===== config.mk =====
export PLATFORM = sky130hd
export DESIGN_NAME = vga_anim_sequencer
export DESIGN_NICKNAME = d
export VERILOG_FILES = /design/src/rtl/vga_anim_sequencer.sv
export SDC_FILE = /design/constraint.sdc
export NUM_CORES = 1
export LEC_CHECK = 0
export CORE_MARGIN = 2
export CORE_UTILIZATION = 35
export DETAILED_ROUTE_END_ITERATION = 16
export PLACE_DENSITY = 0.57
export SLEW_MARGIN = 20
export SYNTH_ARGS = -nofsm -noshare
export SYNTH_HDL_FRONTEND = slang
export SYNTH_SLANG_ARGS = --single-unit

===== constraint.sdc =====
create_clock -name clk -period 2.75 [get_ports clk]
set_clock_uncertainty 0.1 [all_clocks]
set_input_delay 0.55 -clock clk [delete_from_list [all_inputs] [get_ports clk]]
set_output_delay 0.55 -clock clk [all_outputs]
set_load 0.01 [all_outputs]

===== src/rtl/vga_anim_sequencer.sv =====
`timescale 1ns/1ps
// Display-mode sequencer that chooses the pattern mode, advances the animation phase on each frame,
// and blanks the output for a fixed number of frames whenever the mode changes.
module vga_anim_sequencer #(
  parameter int DWELL_FRAMES = 256,
  parameter int TRANS_FRAMES = 8
) (
  input  logic       clk,
  input  logic       reset,
  input  logic       vsync,
  input  logic       btn_next,
  input  logic       btn_pause,
  input  logic       auto_en,
  input  logic [2:0] speed,
  output logic [1:0] mode,
  output logic [9:0] anim_count,
  output logic [9:0] frame_count,
  output logic       blank,
  output logic       running,
  output logic       frame_tick
);

  localparam logic [8:0] DWELL_LAST = 9'(DWELL_FRAMES - 1);
  localparam logic [3:0] TRANS_LAST = 4'(TRANS_FRAMES - 1);

  typedef enum logic [1:0] {IDLE, RUN, PAUSED, TRANS} state_t;

  state_t     state;
  logic [2:0] next_sr;   // {history, sync2, sync1}
  logic [2:0] pause_sr;
  logic       vsync_d;
  logic [8:0] dwell;
  logic [3:0] trans;
  logic       tick;
  logic       next_press;
  logic       pause_press;

  assign tick        = vsync & ~vsync_d;
  assign next_press  = next_sr[1] & ~next_sr[2];
  assign pause_press = pause_sr[1] & ~pause_sr[2];

  always_ff @(posedge clk or posedge reset) begin
    if (reset) begin
      next_sr  <= 3'b000;
      pause_sr <= 3'b000;
      vsync_d  <= 1'b0;
    end else begin
      next_sr  <= {next_sr[1:0], btn_next};
      pause_sr <= {pause_sr[1:0], btn_pause};
      vsync_d  <= vsync;
    end
  end

  always_ff @(posedge clk or posedge reset) begin
    if (reset) begin
      state       <= IDLE;
      mode        <= 2'd0;
      anim_count  <= 10'd0;
      frame_count <= 10'd0;
      blank       <= 1'b0;
      running     <= 1'b0;
      frame_tick  <= 1'b0;
      dwell       <= 9'd0;
      trans       <= 4'd0;
    end else begin
      frame_tick <= tick;
      if (tick)
        frame_count <= frame_count + 10'd1;

      case (state)
        IDLE: begin
          if (tick) begin
            state   <= RUN;
            running <= 1'b1;
          end
        end

        RUN: begin
          // A next press outranks a simultaneous pause press.
          if (next_press) begin
            state   <= TRANS;
            running <= 1'b0;
            blank   <= 1'b1;
            trans   <= 4'd0;
          end else if (pause_press) begin
            state   <= PAUSED;
            running <= 1'b0;
          end else if (tick) begin
            anim_count <= anim_count + 10'(speed) + 10'd1;
            dwell      <= dwell + 9'd1;
            if (auto_en && dwell == DWELL_LAST) begin
              state   <= TRANS;
              running <= 1'b0;
              blank   <= 1'b1;
              trans   <= 4'd0;
            end
          end
        end

        PAUSED: begin
          if (next_press) begin
            state <= TRANS;
            blank <= 1'b1;
            trans <= 4'd0;
          end else if (pause_press) begin
            state   <= RUN;
            running <= 1'b1;
          end
        end

        TRANS: begin
          // Button presses are deliberately ignored here rather than queued.
          if (tick) begin
            if (trans == TRANS_LAST) begin
              mode       <= mode + 2'd1;
              anim_count <= 10'd0;
              dwell      <= 9'd0;
              blank      <= 1'b0;
              state      <= RUN;
              running    <= 1'b1;
            end else begin
              trans <= trans + 4'd1;
            end
          end
        end

        default: begin
          state   <= IDLE;
          running <= 1'b0;
          blank   <= 1'b0;
        end
      endcase
    end
  end

endmodule


==> reports/results.tsv <==
metric	value	unit
status	finished clean	
vias_per_cell	5.02	
power	2.32	mW
place_congestion	0.787	
grt_pass1_wl	8120	µm
final_layout_size_suffix_gt1_share	10.6	%
ctsHoldBuffers	0	
leakage	1.27	nW
drv_cap	0	
timing.final.crit_share	87.1	%
synth_seq_area_share	48.8	%
ys_ff_latch	47	
multi_input_area	1150	µm²
cts.sinks	47	
r2r-start	dwell[2]$_DFFE_PP0P_	
worst_setup_path_end_kind	flip-flop	
ff2ff_path_depth	9	
core	6720	µm²
dp_hpwl	3460	µm
diodes	0	
drc	0	
syn_inst	232	
vias	1776	
async_flop_share	100	%
cts_tree	done	
grt_setup_unrepaired	no	
synth_cell_types	50	
setup_viol	0	
cp-start-kind	flip-flop	
synth_warnings	0	
path_class	flip-flop to flip-flop	
wl_per_cell	13.0	µm
initial_core_util	35.8	%
yosys_most_used_dff	dfrtp_1	
required	2890	ps
worstHoldEndpoint	pause_sr[1]$_DFF_PP0_	
numCtsBuffers	5	
grt_use_met3	3.51	%
seqCellArea	1180	µm²
grt_use_met1	18.1	%
r2r_end	trans[0]$_DFFE_PP0P_	
ff2ff_setup_slack	350	ps
htreeDepth	2	
die_height	87.0	µm
worst_pin_slew	591	ps
rows	30	
layout_min_cycle_time	2400	ps
tns	0	ps
clock_path_buffers	2	
n_fill_cell	638	
whs_path_depth	0	
port_buffers	33	
wl	4590	µm
grtUsageTotal	13.7	%
post-cts-setup-buffer-count	0	
p_per_area	780	nW/µm²
area_growth	23.2	%
cts_root_buf	clkbuf_8	
cp.arrival	2540	ps
ant_nets	0	
min-delay-start	pause_sr[0]$_DFF_PP0_	
antenna_found_initial	0	
num_io_pins	34	
use_met2	21.8	%
final_nets	295	
max_freq	417	MHz
clock_latency	300	ps
syn_nets	254	
path_clk_slew	80	ps
grt-ovfl-total	0	
grt_max_degree	26	
netlist_area	2410	µm²
relSlewSlack	60.6	%
hold_viol	0	
timing.final.max_slew_violations	0	
vdd_drop_max	0.254	mV
dr.first_iter.drc_count	80	
synth_edf_count	0	
detail_route.first_pass.iterations	4	
first_global_vias	1719	
syn_area_per_cell	10.4	µm²
grt.busiest_layer	met2	
crit_fanout	7	
hold_class	flip-flop to flip-flop	
cts_repair_resize_count	0	
die-area	7560	µm²
die_width	87.0	µm
-- synth_stat cells (2+ instances only) --
library cell | number | area [µm²]
a21o_2 | 2 | 17.5
a21oi_1 | 9 | 45.0
and2b_2 | 2 | 17.5
and3_1 | 3 | 18.8
clkbuf_8 | 2 | 27.5
dfrtp_1 | 47 | 1180
ha_1 | 12 | 150
inv_1 | 12 | 45.0
nand2_1 | 23 | 86.3
nand2b_1 | 5 | 31.3
nand3_1 | 7 | 35.0
nand4_1 | 10 | 62.6
nor2_1 | 16 | 60.1
nor3_1 | 5 | 25.0
nor4_1 | 4 | 25.0
o21ai_0 | 17 | 85.1
or3_1 | 3 | 18.8
xnor2_1 | 17 | 149
xor2_1 | 5 | 43.8
-- cell usage in the layout (no fill, tap or decap), types with 2 or more instances in the layout --
cell and instances:
dfrtp_1 47, clkdlybuf4s50_1 33, nand2_1 23, xnor2_1 17, o21ai_0 17, nor2_1 16
ha_1 12, inv_1 11, nand4_1 10, a21oi_1 9, nand3_1 7, clkbuf_8 6
nand2b_1 5, nor3_1 5, xor2_1 5, nor4_1 4, buf_4 4, or3_1 3
and3_1 3, and2b_2 2, a21o_2 2
-- layer usage --
layer  wire length (µm)  vias to the layer above  part of all wire, %
met5                  0                        -                    0
met3                218                        5                  4.7
li1                   -                      892                    -
met2               2100                       40                   46
met4                 75                        0                  1.6
met1               2200                      839                   48
-- report_power, final --
| group | switching [mW] | internal (mW) | leakage [nW] |
|---|---|---|---|
| Clock | 0.222 | 0.294 | 0.0612 |
| Combinational | 0.427 | 0.411 | 0.607 |
| Sequential | 0.145 | 0.817 | 0.607 |
-- state kept, by name (all words and copies together), names as in the netlist --
name and count:
pause_sr 3, blank 1, running 1, frame_count 10, frame_tick 1, state 2
next_sr 3, vsync_d 1, trans 4, anim_count 10, mode 2, dwell 9
-- logic make-up after synthesis --
kind of cell	share of synthesized area (%)
AOI/OAI and AO/OA	11.1
xor gates and xnor gates	8.00
adders and majority gates	7.06
buffers and inverters	3.48
DFF	48.8
muxes	0.467
and+or+nand+nor	21.1
-- critical path: stages, from the launching register on --
cell and delay [ps]:
dfrtp_1 420, nand4_1 130, or2_2 310, nor2_1 110, ha_1 160, nand4b_1 160
nor4_1 310, nor2_1 200, nor3_1 250, mux2_2 190
-- area by class of cell --
| cell class | instances | area share, % |
|---|---|---|
| Timing Repair Buffer | 38 | 12.8 |
| Clock buffer | 6 | 2.78 |
| Clock inverter | 2 | 1.18 |
| Multi-Input combinational cell | 169 | 38.7 |
| Inverter | 12 | 1.52 |
| Sequential cell | 47 | 39.6 |
| Tap cell | 80 | 3.37 |
-- per-stage QoR --
stage	worst slack [ps]	hold WS [ps]	utilization (%)	cells	instance area, µm²
after floorplan	667	231	-	232	2410
after global placement	243	234	42.4	346	2850
after detailed placement	192	236	42.4	346	2850
after CTS	347	256	44.2	354	2970
after global routing	87.6	260	44.2	354	2970
final	354	254	44.2	354	2970
-- worst max-delay path by stage --
| stage | from | end | slack (ps) |
|---|---|---|---|
| 3_5_place_dp | speed[0] | anim_count[6]$_DFFE_PP0P_ | 190 |
| 6_report | dwell[2]$_DFFE_PP0P_ | trans[0]$_DFFE_PP0P_ | 350 |
| 4_1_cts | dwell[2]$_DFFE_PP0P_ | trans[0]$_DFFE_PP0P_ | 350 |
| 2_1_floorplan | dwell[2]$_DFFE_PP0P_ | trans[0]$_DFFE_PP0P_ | 670 |
| 3_3_place_gp | speed[0] | anim_count[6]$_DFFE_PP0P_ | 240 |
| 5_1_grt | dwell[2]$_DFFE_PP0P_ | trans[0]$_DFFE_PP0P_ | 90 |
(Power assumes the default switching activity.)
